### config.mk
export PLATFORM = sky130hd
export DESIGN_NAME = sub_stream
export DESIGN_NICKNAME = d
export VERILOG_FILES = /design/src/rtl/sub_stream.sv
export SDC_FILE = /design/constraint.sdc
export NUM_CORES = 1
export LEC_CHECK = 0
export CAP_MARGIN = 5
export CORE_MARGIN = 2
export CORE_UTILIZATION = 55
export DETAILED_ROUTE_END_ITERATION = 10
export PLACE_DENSITY = 0.87
export SETUP_SLACK_MARGIN = 0.2
export SLEW_MARGIN = 10
export SYNTH_ARGS = -nofsm -noshare
export SYNTH_HDL_FRONTEND = slang
export SYNTH_SLANG_ARGS = --single-unit
export TNS_END_PERCENT = 50
### constraint.sdc
create_clock -name clk -period 3 [get_ports clk]
set_input_delay 0.3 -clock clk [delete_from_list [all_inputs] [get_ports clk]]
set_output_delay 0.3 -clock clk [all_outputs]
set_load 0.05 [all_outputs]
### src/rtl/sub_stream.sv
// sub_stream: elastic DEPTH-entry FIFO with a per-word transform on push.
// Define SUB_STREAM_STATS_EN to add the accepted_count/stall_count counters.
module sub_stream #(
  parameter int WIDTH = 32,
  parameter int DEPTH = 4,
  localparam int AW = $clog2(DEPTH),
  localparam int LW = $clog2(DEPTH + 1)
) (
  input  logic             clk,
  input  logic             reset,
  input  logic [1:0]       mode,
  input  logic             in_valid,
  output logic             in_ready,
  input  logic [WIDTH-1:0] in_data,
  output logic             out_valid,
  input  logic             out_ready,
  output logic [WIDTH-1:0] out_data,
  output logic [LW-1:0]    level,
  output logic             overflow
`ifdef SUB_STREAM_STATS_EN
  ,
  output logic [31:0]      accepted_count,
  output logic [31:0]      stall_count
`endif
);
  logic [WIDTH-1:0] r_mem [DEPTH];
  logic [AW-1:0]    r_wr, r_rd, w_rd_nxt;
  logic [LW-1:0]    r_level;
  logic [WIDTH-1:0] r_out, w_xf;
  logic             r_ovf, w_push, w_pop;
  assign in_ready  = r_level != LW'(DEPTH);
  assign out_valid = r_level != '0;
  assign w_push    = in_valid && in_ready;
  assign w_pop     = out_valid && out_ready;
  assign out_data  = r_out;
  assign level     = r_level;
  assign overflow  = r_ovf;
  always_comb begin
    w_xf = mode == 2'd0 ? in_data :
           mode == 2'd1 ? ~in_data :
           mode == 2'd2 ? in_data + WIDTH'(1) :
                          {in_data[WIDTH-2:0], in_data[WIDTH-1]};
    w_rd_nxt = w_pop ? r_rd + AW'(1) : r_rd;
  end
  always_ff @(posedge clk)
    if (w_push) r_mem[r_wr] <= w_xf;
  // Output register preloads the next head; a word written into the slot becoming head bypasses memory.
  always_ff @(posedge clk) begin
    if (reset) begin
      r_wr    <= '0;
      r_rd    <= '0;
      r_level <= '0;
      r_out   <= '0;
      r_ovf   <= 1'b0;
    end else begin
      if (w_push) r_wr <= r_wr + AW'(1);
      r_rd    <= w_rd_nxt;
      r_level <= r_level + LW'(w_push) - LW'(w_pop);
      r_out   <= (w_push && r_wr == w_rd_nxt) ? w_xf : r_mem[w_rd_nxt];
      if (in_valid && !in_ready) r_ovf <= 1'b1;
    end
  end
`ifdef SUB_STREAM_STATS_EN
  logic [31:0] r_acc, r_stall;
  assign accepted_count = r_acc;
  assign stall_count    = r_stall;
  always_ff @(posedge clk) begin
    if (reset) begin
      r_acc   <= '0;
      r_stall <= '0;
    end else begin
      if (w_push && r_acc != '1) r_acc <= r_acc + 32'd1;
      if (out_valid && !out_ready && r_stall != '1) r_stall <= r_stall + 32'd1;
    end
  end
`endif
endmodule

==> flow_summary_export.csv <==
group,metric,value,unit
run_status,status,"completed",
clock_tree,htreeDepth,4,
sta,finalCriticalPeriod,2.34,ns
placement,post_dp_cell_area,0.0102,mm^2
floorplan,start_util,55.8,%
yosys,dominantRegCellSynth,"edfxtp_1",
sta,maxSlewHeadroom,42.7,%
setup_path,endpoint,"out_data[21]",
yosys,ys_seq_elements,168,
yosys,netlist_instances,869,
clock_tree,numClockSinks,168,
routing,vias,7445,
yosys,syn_area_per_cell,10.5,um^2
final_layout,postLayoutCoreUtil,65.5,%
clock_tree,post_cts_buffers,0,
grt,grt_remaining_overflow,0,
sta,slew_violations,0,
pwr,p_per_area,881,mW/mm^2
floorplan,fp.dieW,133,um
routing,wl,23.1,mm
setup_path,start_kind,"flip-flop",
setup_path,path_class,"flip-flop to flip-flop",
pwr,peakVddDrop,506,uV
floorplan,io_pins,76,
pwr,power.leakage,3.90,nW
routing,drc,0,
routing,dr.pass1.iters,5,
yosys,async_flop_share,0,%
yosys,yosys.area_share.simple,18.4,%
sta,fmax,427,MHz
yosys,synth_fp_nets,915,
setup_path,rr_startpoint,"level[2]",
placement,dp_hpwl,14.8,mm
setup_path,cp.arrival,2.62,ns
setup_path,crit_start,"level[2]",
floorplan,row_count,47,
yosys,yosysWarnings,0,
sta,clock_skew,0.00976,ns
final_layout,finalInstanceArea,0.0108,mm^2
sta,timing_hold_violations_final,0,
clock_tree,clockRootBuffer,"clkbuf_16",
grt,grt_pass1_wl,36.3,mm
grt,antenna_found_initial,0,
setup_path,r2r-end,"out_data[21]",
yosys,synth_fa_ha_area_share,1.17,%
setup_path,timing.critical_path.required,3.27,ns
final_layout,mostFrequentLayoutCells,"nand2_1, edfxtp_1, clkdlybuf4s50_1",
clock_tree,cts_inserted_buffers,17,
setup_path,rrSetupSlack,0.66,ns
setup_path,rr_worst_depth,6,
clock_tree,cts_buffer_depth,2,
final_layout,n_antenna_cell,0,
routing,vias_per_cell,6.40,
final_layout,areaGrowthSynthToFinish,17.4,%
final_layout,final_common_cell,"nand2_1",
placement,pre_cts_slack,0.229,ns
clock_tree,holdBufCountCts,0,
sta,fin_crit_sh,78.1,%
floorplan,die_h,133,um
yosys,netlist_area,0.00916,mm^2
worst_hold_path,hp-class,"flip-flop to flip-flop",
placement,gp_congestion,0.921,
run,drv_cap,0,
sta,layout_setup_ws,0.656,ns
yosys,yosys.area_share.xor_xnor,3.56,%
yosys,synth_edf_count,128,
grt,grt_pass1_vias,7002,
routing,drt_iter0_drc,666,
clock_tree,cts_tree,"done",
sta,rsz0062_at_grt,"false",
yosys,synth_compound_area_share,16.6,%
yosys,yosysSeqAreaShare,50.7,%
final_layout,nets,976,
grt,grt_start_max_net_pins,114,
setup_path,path_max_fanout,11,
grt,track_usage,26.5,%
routing,detail_route.wl_per_cell,19.9,um
clock_tree,clk_pin_slew,0.07,ns
sta,max_slew.worst_pin.slew,0.858,ns
floorplan,core,0.0164,mm^2
yosys,synth_top_family_by_area,"simple AND/OR/NAND/NOR gates",
routing,ant_nets,0,
sta,worst_hold_slack,0.468,ns
sta,setup-tns-final,0,ns
setup_path,endpoint_kind,"flip-flop",
sta,setup_viol,0,
clock_tree,clk_latency,0.44,ns
placement,portBuffers,75,
yosys,synth_mux_area_share,5.44,%
final_layout,nFillCells,1172,
yosys,netlist-cell-type-count,73,
final_layout,drive_gt1_share,12.3,%
clock_tree,cts_resized,0,
floorplan,dieArea,0.0177,mm^2
how the worst min path moves through the flow:
| stage | from | to | slack, ns | cells past startpoint |
|---|---|---|---|---|
| detailed placement | overflow | overflow | 0.46 | 2 |
| CTS | overflow | overflow | 0.47 | 2 |
| global placement | overflow | overflow | 0.45 | 2 |
| floorplan | in_valid | overflow | 0.46 | 2 |
| finish | overflow | overflow | 0.47 | 2 |
| global route | overflow | overflow | 0.54 | 2 |
metal layers:
metal	global-route usage, %	wire [um]
met5	0	0
met4	10.9	422
met3	5.71	2240
met2	41.9	11000
met1	35.8	9450
cells in the mapped netlist, types with 5 or more instances:
| cell type | n | share of area (%) |
|---|---|---|
| buf_6 | 5 | 0.61 |
| nand4_1 | 9 | 0.61 |
| a211o_1 | 5 | 0.48 |
| o2bb2ai_2 | 5 | 0.82 |
| and3_1 | 28 | 1.9 |
| ha_1 | 7 | 0.96 |
| o311a_1 | 6 | 0.66 |
| o41ai_1 | 5 | 0.48 |
| inv_1 | 11 | 0.45 |
| a211oi_1 | 5 | 0.41 |
| edfxtp_1 | 128 | 42 |
| o21ai_0 | 6 | 0.33 |
| nand2b_1 | 12 | 0.82 |
| mux2_2 | 6 | 0.74 |
| xor2_1 | 13 | 1.2 |
| dfxtp_1 | 40 | 8.7 |
| nor2_1 | 42 | 1.7 |
| and2_1 | 8 | 0.55 |
| clkbuf_1 | 36 | 1.5 |
| o31ai_1 | 5 | 0.41 |
| mux2i_1 | 25 | 2.7 |
| buf_2 | 21 | 1.1 |
| a21oi_1 | 31 | 1.7 |
| nand2_1 | 177 | 7.3 |
| o211ai_1 | 24 | 2.0 |
| xnor2_1 | 16 | 1.5 |
| mux4_2 | 8 | 2.0 |
| buf_1 | 8 | 0.33 |
| nand3b_1 | 6 | 0.49 |
| nor4_1 | 9 | 0.61 |
| a311oi_1 | 44 | 4.2 |
| a31oi_1 | 5 | 0.34 |
| nand3_1 | 37 | 2.0 |
state kept, by name, indices dropped and copies added (netlist names):
name      cells
r_mem       128
overflow      1
out_data     32
level         3
r_wr          2
r_rd          2
power breakdown:
| group | switching (W) | internal [W] | leakage [nW] |
|---|---|---|---|
| combinational | 0.00262 | 0.00150 | 2.10 |
| clock | 0.000986 | 0.00118 | 0.290 |
| sequential | 0.000226 | 0.00297 | 1.51 |
final cells by class:
type | instances | area (um^2) | share of cell area, %
inverters | 12 | 45.0 | 0.419
flip-flops and latches | 168 | 4650 | 43.2
multi-input cells | 618 | 4150 | 38.6
clock inverters | 15 | 161 | 1.50
well taps | 220 | 275 | 2.56
clock buffers | 17 | 425 | 3.96
repair buffers | 113 | 1050 | 9.77
cell families (layout without fill, tap and decap cells):
logic type                 Yosys count  count (layout)
DFF                                168             168
xor gates and xnor gates            32              32
buffers and inverters               83             157
muxes                               39              39
AOI/OAI and AO/OA                  184             184
and+or+nand+nor                    355             355
adders and majority gates            8               8
stage by stage:
step           power, W  instances
6_report        0.00948       1163
3_5_place_dp    0.00730       1131
5_1_grt         0.00990       1163
2_1_floorplan   0.00618        869
4_1_cts         0.00946       1163
3_3_place_gp    0.00716       1131
critical path: stages (launching register included):
cell and delay, ns:
dfxtp_2 0.39, o31ai_4 0.34, inv_2 0.10, xnor3_1 0.24
nand3_2 0.31, nand2b_1 0.58, o32ai_1 0.21
Note: power is estimated with default switching activity, not from simulation.
